## config.mk

```make
export PLATFORM = sky130hd
export DESIGN_NAME = led_clock_monitor
export DESIGN_NICKNAME = d
export VERILOG_FILES = /design/src/rtl/led_clock_monitor.sv
export SDC_FILE = /design/constraint.sdc
export NUM_CORES = 1
export LEC_CHECK = 0
export ABC_AREA = 1
export BUFFER_PORTS_ARGS = -buffer_cell sky130_fd_sc_hd__buf_2
export CORE_MARGIN = 2
export CORE_UTILIZATION = 60
export CTS_CLUSTER_DIAMETER = 150
export DETAILED_ROUTE_END_ITERATION = 10
export PLACE_DENSITY = 0.79
export SLEW_MARGIN = 10
export SYNTH_ARGS = -nofsm -noshare
export SYNTH_HDL_FRONTEND = slang
export SYNTH_SLANG_ARGS = --single-unit
```

## constraint.sdc

```tcl
create_clock -name sys_clk -period 2.75 [get_ports sys_clk]
set_input_delay 0.825 -clock sys_clk [delete_from_list [all_inputs] [get_ports sys_clk]]
set_output_delay 0.825 -clock sys_clk [all_outputs]
set_load 0.01 [all_outputs]
```

## src/rtl/led_clock_monitor.sv

```systemverilog
// Slow-clock link monitor: synchronises an external slow clock, measures each high/low
// phase in sys_clk cycles, checks each completed period against expected lengths, flags loss.
module led_clock_monitor #(
    parameter int unsigned CNT_W    = 28,
    parameter int unsigned EXP_HIGH = 100_000_000,
    parameter int unsigned EXP_LOW  = 50_000_000,
    parameter int unsigned TOL      = 1000,
    parameter int unsigned TIMEOUT  = 200_000_000
) (
    input  logic             sys_clk,
    input  logic             rst_n,
    input  logic             clk_in,
    output logic [CNT_W-1:0] high_time,
    output logic [CNT_W-1:0] low_time,
    output logic             meas_valid,
    output logic             period_ok,
    output logic             clk_lost,
    output logic [7:0]       err_count
);

    typedef enum logic [1:0] {IDLE, MEAS_HIGH, MEAS_LOW, LOST} state_t;

    localparam logic [CNT_W:0]   EXP_H_W   = (CNT_W+1)'(EXP_HIGH);
    localparam logic [CNT_W:0]   EXP_L_W   = (CNT_W+1)'(EXP_LOW);
    localparam logic [CNT_W:0]   TOL_W     = (CNT_W+1)'(TOL);
    localparam logic [CNT_W-1:0] TIMEOUT_W = CNT_W'(TIMEOUT);

    state_t           state, state_nxt;
    logic             sync1, sync2, sync_prev;
    logic             rise, fall, edge_seen, timeout_hit;
    logic [CNT_W-1:0] cnt, shadow_high;
    logic             cap_shadow, report, lost_set, lost_clr, ok_now;

    function automatic logic in_tol(input logic [CNT_W-1:0] meas, input logic [CNT_W:0] expv);
        logic [CNT_W:0] m;
        logic [CNT_W:0] d;
        m = {1'b0, meas};
        d = (m >= expv) ? (m - expv) : (expv - m);
        return (d <= TOL_W);
    endfunction

    // Chain presets to 1 so a high input at reset release does not look like a rise.
    always_ff @(posedge sys_clk or negedge rst_n) begin
        if (!rst_n) begin
            sync1     <= 1'b1;
            sync2     <= 1'b1;
            sync_prev <= 1'b1;
        end else begin
            sync1     <= clk_in;
            sync2     <= sync1;
            sync_prev <= sync2;
        end
    end

    assign rise        = sync2 & ~sync_prev;
    assign fall        = ~sync2 & sync_prev;
    assign edge_seen   = rise | fall;
    assign timeout_hit = !edge_seen && (cnt == TIMEOUT_W);
    assign ok_now      = in_tol(shadow_high, EXP_H_W) && in_tol(cnt, EXP_L_W);

    always_ff @(posedge sys_clk or negedge rst_n) begin
        if (!rst_n) begin
            cnt <= '0;
        end else if (edge_seen) begin
            cnt <= CNT_W'(1);
        end else if (cnt != '1) begin
            cnt <= cnt + 1'b1;
        end
    end

    always_ff @(posedge sys_clk or negedge rst_n) begin
        if (!rst_n) state <= IDLE;
        else        state <= state_nxt;
    end

    always_comb begin
        state_nxt  = state;
        cap_shadow = 1'b0;
        report     = 1'b0;
        lost_set   = 1'b0;
        lost_clr   = 1'b0;
        unique case (state)
            IDLE: begin
                if (rise)             state_nxt = MEAS_HIGH;
                else if (timeout_hit) begin state_nxt = LOST; lost_set = 1'b1; end
            end
            MEAS_HIGH: begin
                if (fall) begin
                    cap_shadow = 1'b1;
                    state_nxt  = MEAS_LOW;
                end else if (timeout_hit) begin
                    state_nxt = LOST;
                    lost_set  = 1'b1;
                end
            end
            MEAS_LOW: begin
                if (rise) begin
                    report    = 1'b1;
                    state_nxt = MEAS_HIGH;
                end else if (timeout_hit) begin
                    state_nxt = LOST;
                    lost_set  = 1'b1;
                end
            end
            LOST: begin
                if (rise) begin
                    lost_clr  = 1'b1;
                    state_nxt = MEAS_HIGH;
                end
            end
            default: state_nxt = IDLE;
        endcase
    end

    always_ff @(posedge sys_clk or negedge rst_n) begin
        if (!rst_n) begin
            shadow_high <= '0;
            high_time   <= '0;
            low_time    <= '0;
            meas_valid  <= 1'b0;
            period_ok   <= 1'b0;
            clk_lost    <= 1'b0;
            err_count   <= '0;
        end else begin
            meas_valid <= report;
            if (cap_shadow) shadow_high <= cnt;
            if (report) begin
                high_time <= shadow_high;
                low_time  <= cnt;
                period_ok <= ok_now;
                if (!ok_now && err_count != 8'hFF) err_count <= err_count + 8'd1;
            end
            if (lost_set)      clk_lost <= 1'b1;
            else if (lost_clr) clk_lost <= 1'b0;
        end
    end

endmodule

```

Word level (Yosys, flattened, before mapping)
Index checks and enable logic that the tools add are counted.

word-level totals
  memories kept = 0
  register bits = 128
  logic and storage cells = 64
  latch bits = 0
  memory bits (writable) = 0
  ROM bits = 0
  input bits = 3
  output and inout bits = 67

cells by class
  div/mod/pow operators = 0
  reductions and logical operators = 10
  $mul = 0
  order comparisons = 4
  $add $sub $neg = 6
  bitwise operators = 5
  shift operators = 0
  multiplexer cells = 20
  equal/unequal tests = 7

operator list
  cell                                                                                count
  29-bit by 10-bit less-or-equal comparator with 1-bit output, second input constant  2
  29-bit two-way mux                                                                  2
  28-bit two-way mux                                                                  2
  26-bit by 28-bit subtractor with 29-bit output, first input constant                1
  27-bit by 28-bit subtractor with 29-bit output, first input constant                1
  28-bit by 26-bit subtractor with 29-bit output, second input constant               1
  28-bit by 27-bit subtractor with 29-bit output, second input constant               1
  28-bit by 1-bit adder with 28-bit output, second input constant                     1
  28-bit equality test, second input constant                                         1
  28-bit by 26-bit >= comparator with 1-bit output, second input constant             1
  28-bit by 27-bit >= comparator with 1-bit output, second input constant             1
  28-bit != test, second input constant                                               1
  1-bit two-way mux                                                                   10
  8-bit by 1-bit adder with 8-bit output, second input constant                       1
  2-bit two-way mux                                                                   4
  8-bit != test, second input constant                                                1
  2-bit one-hot mux with 3 select lines                                               1
  2-bit equality test, second input constant                                          2
  2-bit nonzero test                                                                  2
  1-bit logical AND                                                                   3
  1-bit AND                                                                           2
  2-bit by 1-bit equality test with 1-bit output, second input constant               1
  1-bit zero test                                                                     2
  2-bit zero test                                                                     1
  6 further kinds                                                                     7

Longest topological paths before layout
Gate-level depths: netlist of the first run.

  depth after elaboration = 9
  mapped depth = 21
  depth with buffers taken out = 21

Worst setup path after synthesis of the first run
Ideal clock, no wire load.

  path kind = flip-flop to flip-flop
  from = reg cnt[8]
  to = reg err_count[4]
  data required time = 2684 ps
  path buffers = 2
  clock period less this slack = 2425 ps
  stages on the path, launching flop included = 20
  data arrival time = 2358 ps
  library setup time = 66 ps
  setup slack = 325 ps
  cell sequence = dfrtp_1 -> buf_4 -> inv_1 -> ha_1 -> inv_1 -> nand3_2 -> nand2_4 -> nand3_4 -> inv_2 -> nor2_8 -> buf_8 -> nand2_2 -> nand2_2 -> xor2_1 -> nand3_1 -> nor2_2 -> nand3_4 -> nand3_4 -> nand2_1 -> nand2_1

between the ends
  cells in the longest elaborated chain, start to end = 7
  elaborated cells between the ends (all ways) = 9
  those cells by class = 2 x add/sub; 2 x order compare; 1 x mux; 4 x reduce/logical

RTL lines
  what                                                                          RTL line  source
  start, declared                                                               31        logic [CNT_W-1:0] cnt, shadow_high;
  start signal, assigned                                                        67        cnt <= cnt + 1'b1;
  26-bit by 28-bit subtractor with 29-bit output, or another cell as far along  38        d = (m >= expv) ? (m - expv) : (expv - m);
  29-bit two-way mux (*)                                                        38
  29-bit by 10-bit less-or-equal comparator with 1-bit output (*)               39        return (d <= TOL_W);
  1-bit logical AND (*)                                                         59        assign ok_now = in_tol(shadow_high, EXP_H_W) && in_tol(cnt, EXP_L_W);
  1-bit zero test (*)                                                           131       if (!ok_now && err_count != 8'hFF) err_count <= err_count + 8'd1;
  1-bit logical AND (*)                                                         131
  2-bit AND reduction (no line) (*)                                             -
  end signal, assigned                                                          131
  end, declared                                                                 18        output logic [7:0] err_count

Every way passes the cells marked *; elsewhere a longest branch is shown, timed or not.
A chain may end at the register's enable or synchronous reset.

Final worst setup path of the first run
  from = reg cnt[6]
  to = reg err_count[4]

The elaborated chain is that of the path after synthesis.

==> results of run 1 <==
==> kinds of logic after synthesis <==
| group | Yosys count |
|---|---|
| simple gates | 856 |
| buf+inv | 205 |
| compound gates | 192 |
| flops | 128 |
| xor+xnor | 36 |
| fa+ha+maj | 13 |
==> timing repair <==
item,in CTS,in global routing
setup buffers,0,19
pin swaps,0,18
cloned,0,2
gates resized for setup,3,95
setup endpoints to repair,8,12
==> Yosys cell counts, types with 6 or more instances <==
| master | number | area (um^2) |
|---|---|---|
| dfrtp_1 | 125 | 3130 |
| a31oi_1 | 6 | 37.5 |
| nand3_1 | 113 | 566 |
| xor2_1 | 33 | 289 |
| nor2_4 | 9 | 101 |
| nand2_2 | 16 | 100 |
| nor2_1 | 156 | 586 |
| o21ai_1 | 6 | 30.0 |
| buf_4 | 11 | 82.6 |
| nand4_1 | 28 | 175 |
| nor2_2 | 8 | 50.1 |
| clkbuf_1 | 22 | 82.6 |
| a21oi_1 | 39 | 195 |
| nor3_1 | 25 | 125 |
| buf_2 | 9 | 45.0 |
| buf_6 | 8 | 90.1 |
| nand2_1 | 478 | 1790 |
| inv_1 | 133 | 499 |
| nor4_1 | 6 | 37.5 |
| inv_2 | 18 | 67.6 |
| o21ai_0 | 126 | 631 |
| ha_1 | 13 | 163 |
==> sequential cells by signal, indices dropped and copies added, names as in the netlist <==
signal / count
meas_valid: 1
sync_prev: 1
sync1: 1
err_count: 8
period_ok: 1
cnt: 28
shadow_high: 28
low_time: 28
sync2: 1
high_time: 28
clk_lost: 1
state: 2
==> area by class of cell <==
class / instances / area [um^2]
Multi-Input combinational cell: 1099 / 5470
Fill cell: 1254 / 3750
Sequential cell: 128 / 3230
Timing Repair Buffer: 190 / 1330
Inverter: 154 / 592
Clock buffer: 21 / 460
Tap cell: 188 / 235
Clock inverter: 11 / 130
==> through the flow <==
stage	instances	TNS, ps	total power, W	setup slack (ps)	cell area (um^2)
floorplan	1430	0	0.00261	325	9330
global placement	1738	-373	0.00291	-51.6	10400
detailed placement	1738	-471	0.00293	-75.4	10400
CTS	1770	0	0.00521	12.3	11000
global route	1791	-323	0.00548	-53.4	11400
finish	1791	0	0.00527	71.6	11400
==> how the worst min path moves through the flow <==
| stage | from | end | cells past startpoint |
|---|---|---|---|
| after floorplan | sync1 | sync2 | 0 |
| after global placement | sync1 | sync2 | 0 |
| after detailed placement | sync1 | sync2 | 0 |
| after CTS | sync1 | sync2 | 0 |
| after global routing | sync1 | sync2 | 0 |
| final | rst_n | high_time[2] | 1 |
==> critical path: cells and delay by family, from the launching register on <==
| kind | cells | cell delay (ps) |
|---|---|---|
| compound gates | 1 | 180 |
| simple gates | 15 | 1710 |
| buf+inv | 2 | 250 |
| flops | 1 | 460 |
==> metal layers <==
layer  wire length (um)  track usage, %  share of wire, %
met5                  0               0                 0
met4               1990            19.9               6.4
met3               2340            6.36               7.5
met2              14500            61.4                46
met1              12400            47.3                40
==> power by group through the flow <==
stage | logic (W) | clock network (W) | registers [W]
5_1_grt | 0.000970 | 0.00239 | 0.00211
6_report | 0.000872 | 0.00230 | 0.00210
2_1_floorplan | 0.000476 | 0 | 0.00213
4_1_cts | 0.000824 | 0.00230 | 0.00209
3_3_place_gp | 0.000801 | 0 | 0.00211
3_5_place_dp | 0.000815 | 0 | 0.00212
==> flow_summary.toml, run 1 <==
[route]
drc_errors = 0
vias = 10400
drt_iter0_drc = 1386
via_per_inst = 5.82
drt_first_pass_iters = 9
ant_nets = 0
routed_wl_um = 31200
post_drt_wl_per_cell_um = 17.4

[die]
die_x_um = 129
rows = 45
start_util_pct = 61.4
fp.dieH_um = 129
io_pins = 70
coreArea_mm2 = 0.0152
design.die.area_mm2 = 0.0166

[sta]
min_period_over_period_pct = 97.4
grt_setup_unrepaired = "yes"
finalMaxSlewViolations = 0
post-route-min-period_ps = 2680
finalHoldViolCount = 0
finalSetupViolations = 0
whs_ps = 358
skew_ps = 11.6
tightest_slew_ps = 536
max_freq_ghz = 0.373
maxSlewHeadroom_pct = 64.3

[synthesis]
synth_xor_area_share_pct = 3.38
synthFlopType = "dfrtp_1"
syn_area_mm2 = 0.00933
yosysWarnings = 0
synth-seq-cells = 128
synthSimpleGateAreaFrac_pct = 40.1
synth_enable_flop_cells = 0
avgSynthCellArea_um2 = 6.53
synth-async-reset-ratio_pct = 100
seq_area_frac_synth_pct = 34.4
synth_compound_gate_area_share_pct = 10.8
synth_top_family_by_area = "simple AND/OR/NAND/NOR gates"
ys_types = 43
syn_inst = 1430
synth_mux_area_share_pct = 0
synth_nets = 1446
synth_fa_ha_area_share_pct = 1.74

[clocking]
ctsHoldBuffers = 0
ctsLongestPathBuffers = 2
root_buffer = "clkbuf_16"
cts.sinks = 128
clkTransAtPathRegs_ps = 60
cts_tree = "built"
clk_latency_ps = 440
htree_levels = 4
numCtsBuffers = 17

[setup_path]
critPathCaptureType = "flop"
r2r-start = "cnt[6]"
reg2regPathDepth = 18
crit_fanout = 8
worstPathArrival_ps = 3050
critPathLaunchType = "flop"
reg2reg_setup_slack_ps = 70
critPathMostFrequentCell = "nand2_1"
worstSetupStartpoint = "cnt[6]"
cp_cell_sequence = "clkinv_1, nand2_1, nor2_2, nand2_1, nand2_2, buf_4, nand2_2, o21bai_1, nand2_1, nand3_1, nand3_1, nor2_1, nand3_2, nor2_4, nand3_4, nand3_4, nand2_1, nand2_1"
worstPathRequired_ps = 3120
crit_end = "err_count[4]"
crit_slowest_cell = "dfrtp_1"
path_class = "flop to flop"
max_stage_delay_ps = 460
r2r-end = "err_count[4]"

[power]
p_sw_share_pct = 30.2
pwr-share-clk_pct = 43.6
leakage_nw = 5.75
combPwrFrac_pct = 16.5
internal-power_w = 0.00368
peakVddDrop_uv = 449
switching_power_w = 0.00159
pwr-share-seq_pct = 39.9
pwr_density_cell_mw_per_mm2 = 460

[placed_design]
io_buffers = 69
dp_hpwl_um = 23200
globalplace.congestion = 1.04

[hold_path]
hp-class = "primary input to asynchronous set/reset pin"

[grt]
grt_pass1_vias = 9718
grt_pass1_wl_um = 48300
antenna_found_initial = 0
grt_usage_pct = 37.3
grt_start_max_net_pins = 60
grt_overflow_total = 0

[cells_and_area]
final_core_util_pct = 75.3
layout.nets = 1606
final_cell_mix = "nand2_1, nor2_1, o21ai_0"
layout_commonest_cell = "nand2_1"
diodes = 0
drive_gt1_share_pct = 23.5
area_growth_pct = 22.7

[run_status]
status = "completed"

[flow_run]
maxCapViolations = 0
(Power assumes the default switching activity.)
==> run 2, diff against run 1 <==
--- a/config.mk
+++ b/config.mk
@@ -7,7 +7,7 @@
 export LEC_CHECK = 0
 export ABC_AREA = 1
 export BUFFER_PORTS_ARGS = -buffer_cell sky130_fd_sc_hd__buf_2
-export CORE_MARGIN = 2
+export CORE_ASPECT_RATIO = 1.2
 export CORE_UTILIZATION = 60
 export CTS_CLUSTER_DIAMETER = 150
 export DETAILED_ROUTE_END_ITERATION = 10
==> constraint.sdc (replaced) <==
create_clock -name sys_clk -period 2.75 [get_ports sys_clk]
set_input_delay 0.1375 -clock sys_clk [delete_from_list [all_inputs] [get_ports sys_clk]]
set_output_delay 0.1375 -clock sys_clk [all_outputs]
set_load 0.01 [all_outputs]
==> run 2 against run 1 <==
Sequential share of layout area down 0.74 points. Utilization grew 2.7 points. Combinational power is 1% higher. Wire length increased by 3.8%. Worst setup slack lost 18 ps. Non-clock buffer count grew 17. Global-route usage grew 1.7 points.
==> flow_summary.toml, run 2 (same netlist as run 1, synthesis figures left out) <==
[cells_and_area]
final_cell_mix = "nand2_1, o21ai_0, buf_4"
drive_gt1_share_pct = 25.4
layout.nets = 1625
multiInputGateArea_mm2 = 0.00559
area_growth_pct = 26.1
final_core_util_pct = 78.0
final_design_area_no_fill_mm2 = 0.0118
fill_cells = 1169
layout_commonest_cell = "nand2_1"
diodes = 0
regArea_mm2 = 0.00323

[grt]
grt_start_max_net_pins = 113
grt_pass1_vias = 9743
grt_overflow_total = 0
grt_usage_pct = 39.0
antenna_found_initial = 0
grt_pass1_wl_um = 48200

[setup_path]
reg2regPathDepth = 18
r2r-start = "shadow_high[19]"
reg2reg_setup_slack_ps = 50
r2r-end = "err_count[6]"
critPathCaptureType = "flop"
critPathLaunchType = "flop"
path_class = "flop to flop"
worstPathRequired_ps = 3120
worstPathArrival_ps = 3060
crit_fanout = 8

[die]
design.die.area_mm2 = 0.0161
fp.dieH_um = 139
die_x_um = 116
start_util_pct = 61.9
io_pins = 70
coreArea_mm2 = 0.0151
rows = 49

[power]
leakage_nw = 5.89
pwr_density_cell_mw_per_mm2 = 442
peakVddDrop_uv = 399

[route]
vias = 10700
routed_wl_um = 32400
via_per_inst = 5.86
drt_first_pass_iters = 6
post_drt_wl_per_cell_um = 17.7
drc_errors = 0
ant_nets = 0
drt_iter0_drc = 1084

[clocking]
ctsLongestPathBuffers = 2
cts.sinks = 128
clkTransAtPathRegs_ps = 60
cts_tree = "built"
htree_levels = 4
numCtsBuffers = 17
root_buffer = "clkbuf_16"
clk_latency_ps = 430

[sta]
tightest_slew_ps = 650
finalMaxSlewViolations = 0
fin_ws_ps = 54.0
max_freq_ghz = 0.371
final.setup.tns_ps = 0
maxSlewHeadroom_pct = 56.3
min_period_over_period_pct = 98.0
finalHoldViolCount = 0
finalSetupViolations = 0
post-route-min-period_ps = 2700
skew_ps = 7.53

[run_status]
status = "completed"

[placed_design]
dpl_cell_area_mm2 = 0.0105
globalplace.congestion = 1.04
pre_cts_slack_ps = -126
dp_hpwl_um = 23100
io_buffers = 69

[flow_run]
maxCapViolations = 0

[hold_path]
hp-class = "primary input to asynchronous set/reset pin"
-- run 2: cell types whose count changed in the layout (fill, tap and decap cells not counted), sizes merged --
cell	previous run	this run
clkinvlp	5	3
clkinv	3	4
dlygate4sd3	0	2
nand3	122	123
clkbuf	21	26
buf	190	202
inv	155	153
nor2	175	176
-- run 2: stage by stage --
step	cells	hold WS, ps	total power (W)
6_report	1825	263	0.00520
5_1_grt	1825	339	0.00541
4_1_cts	1793	300	0.00514
3_5_place_dp	1760	166	0.00293
3_3_place_gp	1760	160	0.00291
2_1_floorplan	1430	-158	0.00261
-- run 2: how the worst max path moves through the flow --
stage                         start           end  slack, ps
detailed placement   shadow_high[0]  err_count[6]       -130
global placement     shadow_high[0]  err_count[2]        -30
finish              shadow_high[19]  err_count[6]         50
floorplan                    cnt[8]  err_count[4]        330
global route         shadow_high[9]  err_count[7]        -70
CTS                  shadow_high[0]  err_count[6]         10
-- run 2: critical path, stage by stage, from the launching register on --
cell and delay, ps:
dfrtp_1 430, inv_2 130, nand2_1 100, nand2_2 90
nor2_1 70, nor2_4 120, nand2_1 110, nor2_4 230
buf_6 160, nand3_1 80, nand2_1 140, nand2_1 90
nor2_2 140, nand3_2 110, nor2_4 190, nand3_4 140
nand3_4 130, nand2_1 70, nand2_1 60
-- run 2: area by class of cell --
cell class	instances	share of cell area [%]
Tap cell	204	2.17
Multi-Input combinational cell	1101	47.5
Sequential cell	128	27.5
Timing Repair Buffer	207	12.9
Clock inverter	8	0.904
Clock buffer	23	3.98
Inverter	154	5.07
-- run 2: power breakdown --
| part | internal (W) | leakage, nW | switching [W] |
|---|---|---|---|
| sequential | 0.00200 | 1.72 | 0.000101 |
| combinational | 0.000297 | 3.90 | 0.000587 |
| clock | 0.00138 | 0.274 | 0.000844 |
| total | 0.00367 | 5.89 | 0.00153 |
-- run 2: layer usage --
| layer | part of all wire, % | wire length, um | vias to the layer above | GRT usage, % |
|---|---|---|---|---|
| met3 | 7.0 | 2280 | 224 | 6.16 |
| met4 | 8.2 | 2670 | 0 | 28.5 |
| met1 | 37 | 12000 | 4865 | 47.3 |
| li1 | - | - | 4964 | - |
| met5 | 0 | 0 | - | 0 |
| met2 | 48 | 15400 | 640 | 62.1 |
-- run 2: what timing repair did --
action | in CTS | in global routing
pin swaps | 0 | 19
gates resized for setup | 4 | 129
hold endpoints to repair | 68 | 0
hold buffers | 2 | 0
setup endpoints to repair | 9 | 12
buffers inserted | 0 | 24
gates cloned | 0 | 8
